**src/rtl/load_store_unit.sv**
```systemverilog
// load_store_unit: maps byte-addressed RISC-V loads/stores onto a word-only data memory,
// doing SB/SH as a read-modify-write through a MERGE cycle.
module load_store_unit #(
  parameter int DEPTH_WORDS = 64
) (
  input  logic        clk,
  input  logic        reset,
  input  logic        req_valid,
  input  logic        req_we,
  input  logic [2:0]  funct3,
  input  logic [31:0] addr,
  input  logic [31:0] store_data,
  output logic [31:0] load_data,
  output logic        stall,
  output logic        fault,
  output logic        MemRead,
  output logic        MemWrite,
  output logic [31:0] Mem_Addr,
  output logic [31:0] wr_data,
  input  logic [31:0] rd_data
);
  typedef enum logic {IDLE, MERGE} state_e;
  state_e      state_q, state_d;
  logic [31:0] merge_q, merge_d;
  logic [1:0]  lane;
  logic        idle, legal, misal, oor, flt, go, ld, sub, sw;
  logic [4:0]  sh;
  logic [31:0] mask, rd_sh, ext;
  always_comb begin
    lane    = addr[1:0];
    idle    = state_q == IDLE;
    legal   = req_we ? funct3 <= 3'd2 : (funct3 != 3'd3 && funct3 <= 3'd5);
    misal   = (funct3[1:0] == 2'd1 && addr[0]) || (funct3[1:0] == 2'd2 && lane != 2'd0);
    oor     = {2'b00, addr[31:2]} >= 32'(DEPTH_WORDS);
    flt     = idle && req_valid && (!legal || misal || oor);
    go      = idle && req_valid && !flt;
    ld      = go && !req_we;
    sub     = go && req_we && funct3[1:0] != 2'd2;
    sw      = go && req_we && funct3[1:0] == 2'd2;
    // halfwords move in 16-bit steps (lane 0 or 2), bytes in 8-bit steps
    sh      = funct3[0] ? {lane[1], 4'b0000} : {lane, 3'b000};
    mask    = (funct3[0] ? 32'h0000_FFFF : 32'h0000_00FF) << sh;
    rd_sh   = rd_data >> sh;
    ext     = funct3[1] ? rd_data :
              funct3[0] ? {{16{~funct3[2] & rd_sh[15]}}, rd_sh[15:0]} :
                          {{24{~funct3[2] & rd_sh[7]}}, rd_sh[7:0]};
    state_d = sub ? MERGE : IDLE;
    merge_d = sub ? (rd_data & ~mask) | ((store_data << sh) & mask) : merge_q;
  end
  assign Mem_Addr  = {2'b00, addr[31:2]};
  assign MemRead   = !reset && (ld || sub);
  assign MemWrite  = !reset && (sw || !idle);
  assign stall     = !reset && sub;
  assign fault     = !reset && flt;
  assign load_data = (!reset && ld) ? ext : 32'h0;
  assign wr_data   = reset ? 32'h0 : idle ? store_data : merge_q;
  always_ff @(posedge clk or posedge reset) begin
    if (reset) begin
      state_q <= IDLE;
      merge_q <= '0;
    end else begin
      state_q <= state_d;
      merge_q <= merge_d;
    end
  end
endmodule

```
**config.mk**
```make
export PLATFORM = sky130hd
export DESIGN_NAME = load_store_unit
export DESIGN_NICKNAME = d
export VERILOG_FILES = /design/src/rtl/load_store_unit.sv
export SDC_FILE = /design/constraint.sdc
export NUM_CORES = 1
export LEC_CHECK = 0
export CAP_MARGIN = 20
export CORE_MARGIN = 2
export CORE_UTILIZATION = 35
export DETAILED_ROUTE_END_ITERATION = 12
export PLACE_DENSITY = 0.89
export SKIP_LAST_GASP = 1
export SLEW_MARGIN = 20
export SYNTH_ARGS = -nofsm -noshare
export SYNTH_HDL_FRONTEND = slang
export SYNTH_SLANG_ARGS = --single-unit
```
**constraint.sdc**
```tcl
create_clock -name clk -period 2.45 [get_ports clk]
set_input_delay 0.6125 -clock clk [delete_from_list [all_inputs] [get_ports clk]]
set_output_delay 0.6125 -clock clk [all_outputs]
set_load 0.02 [all_outputs]
```
* Word-level counts from Yosys, hierarchy flattened
Cells that the tools add are included.
** Storage, ports and cells
- Flip-flop bits (word level) :: 33
- Output and inout bits :: 100
- Logic and storage cells :: 54
** Cells by class
- $lt $le $gt $ge :: 3
- Equal/unequal tests :: 4
- Shift-type cells :: 3
- Muxes and demuxes :: 9
- Bitwise gates (word level) :: 8
- Reduce and logical (&&, ||, !) cells :: 25
** Operator list (number)
- $mux 32 :: 5
- $and 32x32->32 :: 2
- $not 32->32 :: 1
- $or 32x32->32 :: 1
- $shl 16x5->32 :: 1
- $shl 32x5->32 :: 1
- $shr 32x5->16 :: 1
- $ge 30x7->1 const B :: 1
- $mux 16 :: 1
- $logic_and 1x1->1 :: 15
- $logic_or 1x1->1 :: 5
- $logic_not 1->1 :: 4
- $mux 4 :: 1
- $le 3x2->1 const B :: 1
- $le 3x3->1 const B :: 1
- $ne 3x2->1 const B :: 1
- $and 1x1->1 :: 2
- $eq 2x1->1 const B :: 1
- $eq 2x2->1 const B :: 1
- $mux 1 :: 2
- $ne 2x2->1 const B :: 1
- $not 1->1 :: 2
- $reduce_bool 2->1 :: 1

* Depth between registers and ports, before layout
Gate-level depths: netlist (run 1).
- Word-level depth :: 13
- Gate-level depth with buffers :: 7

* Worst setup path before layout (run 1)
No wires, ideal clock.
- Path type :: input to output
- Start point :: input addr[1]
- End point :: output load_data[16]
- Arrival :: 2.355 ns
- Setup slack :: -0.518 ns
- Stages :: 6
- Buffers on the path :: 2
- Cell sequence :: buf_2 -> or4b_1 -> a21oi_2 -> o2111ai_4 -> buf_6 -> nor3_1
** On the way
- Word-level cells in the longest chain between the ends :: 11
** RTL lines
- start: declaration :: line 11 : input logic [31:0] addr,
- parallel branches: the longest is 10 deep, another holds $shr 32x5->16
- $mux 32 * :: line 55 : assign load_data = (!reset && ld) ? ext : 32'h0;
- end: declaration :: line 13 : output logic [31:0] load_data,
Mark *: on every way between the ends.

* Worst setup path after layout (run 1)
- Start point :: input addr[1]
- End point :: output load_data[25]
Same word-level chain as after synthesis.

==> flow_results.org, run 1 <==
** Run status
- Failing checks :: setup timing
- The run finished, with violations left.

** Cells and area
- The final layout contains approximately 720 nets.
- Fill cells in the final layout number 712.
- Most frequent standard cell in the layout excluding fill and tap cells :: sky130_fd_sc_hd__buf_4
- Number of antenna repair diodes :: 0
- Leaving out fill and tap cells, the most frequent cells in the layout are sky130_fd_sc_hd__buf_4, sky130_fd_sc_hd__clkdlybuf4s50_1, sky130_fd_sc_hd__nor2_1.
- The multi-input combinational cells in the finished layout cover a total of ~2800 um2.
- Summing all flip-flop and latch instances after layout gives between 800 and 900 um2.
- Share of post-route cells with drive strength above 1 :: between 50% and 60%
- Relative to the synthesized area, the layout overhead comes to 93.3%.

** Synth
- The Yosys step of the flow raised 0 warnings.
- Post-Syn Area :: ~3500 um2
- Cells after synthesis :: between 300 and 400
- Of all flip-flops after synthesis, the portion carrying an async set or reset was 100%.
- Sequential elements use a little under a quarter of the synthesized area.
- A synthesized cell averages between 9 and 10 um2.
- Flip-flop cell with the highest count after synthesis :: sky130_fd_sc_hd__dfrtp_1
- EDFF count, synth :: 0
- Synthesis inferred 33 register bits.
- Distinct cells, synth :: 43

** Critical path
- STA classifies the critical path endpoint as an output port.
- Data on the critical path is required at its endpoint by approximately 1800 ps.
- Data arrival time of the critical path :: around 2200 ps
- Type of the worst setup path :: input port to output port
- Crit-path max FO :: 8
- The worst setup path is launched from an input port.

** Place
- Post-placement setup slack :: -1220 ps
- GP Congestion :: a little under 0.9
- Input/output buffers :: between 150 and 200
- Final HPWL from detailed placement :: ~12 mm

** Global route
- Overall global routing resource usage :: 27.7%
- Pin count of the biggest net entering global routing :: 35
- The initial antenna violation count was 0.
- First-pass GRT wire length :: between 20 and 25 mm
- Vias in the first global route :: roughly 4500
- Overall overflow remaining after global route :: 0

** Detailed routing
- Routed length on met3 :: 826 um
- Using the TritonRoute via totals, the vias-per-cell ratio works out to around 5.5.
- Router iterations before antenna repair :: 4
- Routed wire length on met2 :: between 8 and 9 mm
- Remaining design rule violation count :: 0
- Post-Route WL :: 15.4 mm
- Routed signal wires occupy layers up through met4.
- Across all layers, the routed design uses between 4000 and 5000 vias.
- Dividing the detail-routed wire length by the instance count gives between 20 and 25 um.
- The count of nets left with antenna violations once routing finished came out at 0.
- Routed met1 length :: between 5 and 6 mm
- The detailed router finished its first iteration with ~200 violations.

** Power
- The worst-case IR drop observed on VDD is a little under 0.2 mV.
- Leak pwr :: slightly below 3 nW
- Design internal power :: 1.30 mW
- The share of total power dissipated in combinational logic is a little over two fifths.
- For this design the total switching power over the nets is between 0.6 and 0.7 mW.
- Flop pwr share :: 28.6%
- In this run switching power makes up 32.1% of total power.
- Clock power frac :: 28.0%
- Power spread over the standard cell area amounts to roughly 280 nW/um2.

** Floorplanning
- Die area :: roughly 11000 um2
- Area of the core region :: ~9800 um2
- The die is roughly 100 um tall.
- Die span in x :: about 100 um
- Effective utilization at floorplan :: ~36%
- Site Rows :: 36
- Top-level port count :: 203

** Clock tree
- Clock H-tree levels :: 2
- The root buffer cell chosen for the clock tree is sky130_fd_sc_hd__clkbuf_8.
- The clock passes through at most 2 buffers.
- Clock Sink Count :: 33
- Clock tree synthesis inserted a total of 5 buffers.
- Clock insertion delay at the later pin of the skew report :: approximately 290 ps
- The number of hold buffers added after CTS was 0.
- Clock transition at the registers of the reported paths :: approximately 70 ps
- TritonCTS built the clock tree.

** Timing
- Max Clock Freq :: about 0.35 GHz
- The count of endpoints failing hold in the final timing report is 0.
- Final Worst Setup Slack :: -386 ps
- For the finished layout, the period the worst path requires is approximately 2800 ps.
- Final setup violating endpoints :: 36
- RSZ-0062 raised after global routing :: true
- Worst hold slack after final layout :: 517 ps
- Slew at the pin with the worst max-slew slack :: between 600 and 700 ps
- Worst clock skew :: 11.0 ps
- Dividing the final minimum period by the clock period gives 116%.
- Max-slew violation count :: 0
- In this run the tightest slew margin relative to its limit is around three fifths.

** Hold path
- Type of the tightest min-delay check :: register to register

** Flow run
- Max Cap Violations :: 0
## kinds of logic after synthesis
logic type	Yosys count	synth area share [%]
simple gates	100	15.7
compound gates	70	16.3
other cells	1	0.107
buf+inv	73	12.7
mux	91	31.7
flops	33	23.5
## sequential cells by signal (all words and copies together) (netlist names)
name / count
merge_q: 32
state_q: 1
## final cells by class
cell class / instances / share of cell area, %
clock inverter: 1 / 0.441
clock buffer: 7 / 1.27
tap: 133 / 2.44
sequential: 33 / 12.2
multi-input combinational: 263 / 41.3
inverter: 10 / 0.551
timing repair buffer: 305 / 41.9
## worst max-delay path, cell delays in order
cell	delay, ps
sky130_fd_sc_hd__buf_8	100
sky130_fd_sc_hd__or4b_4	540
sky130_fd_sc_hd__a21oi_4	180
sky130_fd_sc_hd__o2111ai_4	160
sky130_fd_sc_hd__buf_12	200
sky130_fd_sc_hd__buf_12	150
sky130_fd_sc_hd__nor3_4	140
sky130_fd_sc_hd__buf_6	140
## power groups by stage
| stage | sequential, mW | clock (mW) | combinational (mW) |
|---|---|---|---|
| global placement | 0.555 | 0 | 0.760 |
| CTS | 0.545 | 0.540 | 0.798 |
| floorplan | 0.555 | 0 | 0.374 |
| detailed placement | 0.555 | 0 | 0.771 |
| global route | 0.544 | 0.565 | 0.871 |
| finish | 0.545 | 0.534 | 0.828 |
## stage by stage
stage                     setup TNS (ps)  util [%]  total power, mW  area [um2]  cells
after floorplan                    -8260         -            0.929        3840    369
after global placement            -63590      63.6             1.32        6210    721
after detailed placement          -66280      63.6             1.33        6210    721
after CTS                         -16940      69.6             1.88        6810    755
after global routing              -13110      69.6             1.98        6810    752
final                             -10780      69.6             1.91        6810    752
## worst paths after layout
path	startpoint	end	slack, ps	cells past startpoint
worst min-delay path	merge_q[4]$_DFFE_PP0P_	merge_q[4]$_DFFE_PP0P_	520	1
max in group asynchronous	reset	state_q$_DFF_PP0_	1200	4
worst max register to register	state_q$_DFF_PP0_	merge_q[13]$_DFFE_PP0P_	270	7
min in group asynchronous	reset	merge_q[2]$_DFFE_PP0P_	930	4
worst min register to register	merge_q[4]$_DFFE_PP0P_	merge_q[4]$_DFFE_PP0P_	520	1
worst max-delay path	addr[1]	load_data[25]	-390	8
## Yosys cell counts (all sizes together), types with 4 or more instances
cell type	instances	area, um2
nor2b	4	32.5
nor4	9	71.3
clkbuf	14	52.6
mux2	55	732
a22o	24	210
inv	9	33.8
o22ai	22	138
nand2	4	15.0
a211oi	8	60.1
nor3	17	135
nor2	54	203
buf	49	357
a221oi	8	88.8
dfrtp	33	826
mux2i	34	340
## routing by layer
layer,global-route usage [%],vias to the layer above
li1,-,1838
met1,30.6,2006
met2,50.9,212
met3,4.95,59
met4,13.4,0
met5,0,-
## repair_timing
action | 4_1_cts | 5_1_grt
pin swaps | 24 | 13
setup endpoints to repair | 101 | 68
cloned | 3 | 2
buffers inserted | 24 | 4
gates resized for setup | 411 | 34
Note: power is estimated with default switching activity, not from simulation.
==> inputs of run 2 (changes only) <==
--- a/config.mk
+++ b/config.mk
@@ -9,7 +9,7 @@
 export CORE_MARGIN = 2
 export CORE_UTILIZATION = 35
 export DETAILED_ROUTE_END_ITERATION = 12
-export PLACE_DENSITY = 0.89
+export PLACE_DENSITY = 0.86
 export SKIP_LAST_GASP = 1
 export SLEW_MARGIN = 20
 export SYNTH_ARGS = -nofsm -noshare
==> constraint.sdc (replaced) <==
create_clock -name clk -period 3.1 [get_ports clk]
set_input_delay 0.775 -clock clk [delete_from_list [all_inputs] [get_ports clk]]
set_output_delay 0.775 -clock clk [all_outputs]
set_load 0.02 [all_outputs]
==> run 2 against run 1 <==
The flow still finishes with violations (setup timing). Clock skew decreased by 2.9 ps. Cell count decreased by 2.7%. Combinational power decreased by 25%. Flip-flop and latch count unchanged. Clock power decreased by 22%. Non-clock buffer count decreased by 21. Register-to-register slack improved by 490 ps. Largest cell class is now multi-input gates. Largest power group unchanged.
==> flow_results.org, run 2 (same netlist as run 1, synthesis figures left out) <==
** Cells and area
- Max FFs per register :: 32
- Nets :: 700
- Most frequent cells in the layout :: sky130_fd_sc_hd__clkdlybuf4s50_1, sky130_fd_sc_hd__buf_4, sky130_fd_sc_hd__nor2_1
- Area growth from synthesis to layout :: 81.1%
- Most frequent standard cell in the layout excluding fill and tap cells :: sky130_fd_sc_hd__clkdlybuf4s50_1
- The largest registers in the layout are merge_q (32), state_q (1).
- Of the cells placed in the final design, the portion with a size suffix greater than 1 is 46.3%.
- Register ranked first by flip-flop count :: merge_q

** Critical path
- Launching instance or port of the critical path :: funct3[2]
- In this design, the stage delay of the slowest critical-path cell is around 540 ps.
- By instance count, the cell type seen most on the critical path is sky130_fd_sc_hd__buf_6.
- The setup path with the least slack is of type input port to output port.
- Standard cell with the maximum stage delay on the critical path :: sky130_fd_sc_hd__or4b_4
- The startpoint identified for the worst register-to-register timing path is state_q$_DFF_PP0_.
- Of all nets on the critical path, the largest fanout is 5.
- The worst register-to-register path ends at merge_q[21]$_DFFE_PP0P_.
- Data arrival time of the critical path :: roughly 2400 ps
- Register-to-Register Setup Slack :: 760 ps
- Traced cell by cell, the critical path runs through buf_6, or4b_4, a21oi_4, o2111ai_4, buf_6, buf_12, a221oi_4, buf_6.
- STA classifies the critical path endpoint as an output port.
- At the worst endpoint, the required time is approximately 2300 ps.
- The number of cells on the worst reg-to-reg path is 6.
- Element type at the critical path start :: input port

** Global route
- Pin count of the biggest net entering global routing :: 35
- Global routing consumed, over all layers together, between 20% and 30% of the routing resources.
- First-pass GRT wire length :: 22.2 mm
- The initial antenna violation count is 1.
- After global routing the overflow that remains totals 0.
- The via count of the first global-routing pass came to a little over 4000.

** Timing
- Slew at the pin with the worst max-slew slack :: roughly 600 ps
- Accumulated negative setup slack :: -1440 ps
- The routed design could run at a clock period as short as 3200 ps.
- Setup violations remaining at the end of the flow were counted as 27.
- Period Utilization, post-route :: 103%
- Across all setup checks in the final design, the least slack found is -102 ps.
- Worst slew margin relative to its limit :: 59.7%
- RSZ-0062 raised after global routing :: true
- Across the routed clock network, the largest skew measured is between 8 and 9 ps.
- The count of final max-slew check failures was 0.
- The count of endpoints failing hold in the final timing report was 0.
- Max Clock Freq :: approximately 0.31 GHz

** Detailed routing
- For this block, the via count after detailed routing is between 3000 and 4000.
- Remaining design rule violation count :: 0
- Using the TritonRoute via totals, the vias-per-cell ratio works out to roughly 5.2.
- Average wire per cell in the routed design :: 19.1 um
- First-iteration detailed-routing DRC count :: between 200 and 250
- For this run, the detailed router's first-pass iteration total came to 4.
- Once detail routing completed, the nets flagged for antenna violations numbered 0.
- Post-Route WL :: 14.0 mm

** Clock tree
- The tree is rooted in a sky130_fd_sc_hd__clkbuf_8.
- Clock H-tree levels :: 2
- Max clock buf depth :: 2
- After clock tree synthesis, the clock-pin slew on the worst setup and hold paths is 60 ps.
- TritonCTS built the clock tree.
- Clock tree synthesis found a total of 33 sinks.
- Clock tree synthesis inserted a total of 5 buffers.
- At the later pin of the worst-skew pair, clock insertion delay measures roughly 290 ps.

** Floorplanning
- Effective utilization at floorplan :: 36.0%
- Top-level port count :: ~200
- Site Rows :: 36
- Vertical extent of the die :: ~100 um
- Die span in x :: roughly 100 um
- Area of the core region :: 9770 um2
- Die area :: roughly 11000 um2

** Place
- Summed over all nets, the half-perimeter wirelength after detailed placement is around 10 mm.
- GP Congestion :: approximately 0.9
- Input/output buffers :: between 150 and 200
- OpenSTA, run right after detailed placement, puts the worst setup slack at -1010 ps.

** Hold path
- In this run the most critical hold path is launched from merge_q[7]$_DFFE_PP0P_.
- The path with the worst hold slack has its endpoint at merge_q[7]$_DFFE_PP0P_.
- Along the worst hold path, the cell count comes to 1.
- Type of the tightest min-delay check :: register to register

** Run status
- Status :: finished, violations left
- Failing checks :: setup timing

** Power
- In this run the power density over the cells is between 200 and 250 nW/um2.
- Leak pwr :: 2.70 nW
- Across the VDD grid, the largest voltage drop is about 0.18 mV.

** Flow run
- Max Cap Violations :: 0
==> run 2: per-layer routing <==
metal / share of wire (%) / up-vias / GRT usage [%]
met3: 7.0 / 26 / 4.32
met1: 42 / 1839 / 32.6
met2: 48 / 179 / 41.9
met4: 2.8 / 0 / 8.69
li1: - / 1796 / -
met5: 0 / - / 0
==> run 2: critical path, delay by kind of cell <==
family | cells | cell delay, ps
AO/OA/AOI/OAI | 3 | 550
AND/OR/NAND/NOR | 1 | 540
buffers and inverters | 4 | 560
==> run 2: where the power goes <==
part	switching, mW	leakage, nW	internal, mW
clock	0.154	0.0585	0.262
sequential	0.0000000574	0.460	0.431
combinational	0.297	2.18	0.322
==> run 2: repair_timing <==
action / CTS / global route
hold buffers: 0 / 0
gates resized for setup: 302 / 62
setup endpoints to repair: 36 / 35
buffers inserted: 8 / 7
pin swaps: 30 / 19
gates cloned: 1 / 0
==> run 2: per-stage QoR <==
stage / instance area, um2 / power (mW) / utilization, % / std cells / hold WS, ps
6_report: 6380 / 1.47 / 65.2 / 732 / 513
5_1_grt: 6380 / 1.53 / 65.2 / 732 / 533
4_1_cts: 6310 / 1.45 / 64.6 / 726 / 521
3_5_place_dp: 5990 / 1.02 / 61.3 / 709 / 500
3_3_place_gp: 5990 / 1.01 / 61.3 / 709 / 500
2_1_floorplan: 3670 / 0.718 / - / 369 / 480
==> run 2: cell type report <==
class	instances	area, um2
inverters	10	37.5
clock buffers	7	86.3
well taps	133	166
multi-input cells	263	2620
flip-flops and latches	33	827
fillers	770	3400
clock inverters	1	30.0
diodes	1	2.50
repair buffers	284	2610
==> run 2: worst max-delay path by stage <==
stage	to	slack, ps	depth (start not counted)
6_report	load_data[14]	-100	8
5_1_grt	load_data[14]	-140	8
4_1_cts	load_data[13]	-100	8
3_5_place_dp	load_data[23]	-1010	7
3_3_place_gp	load_data[23]	-1000	7
2_1_floorplan	load_data[0]	-110	5
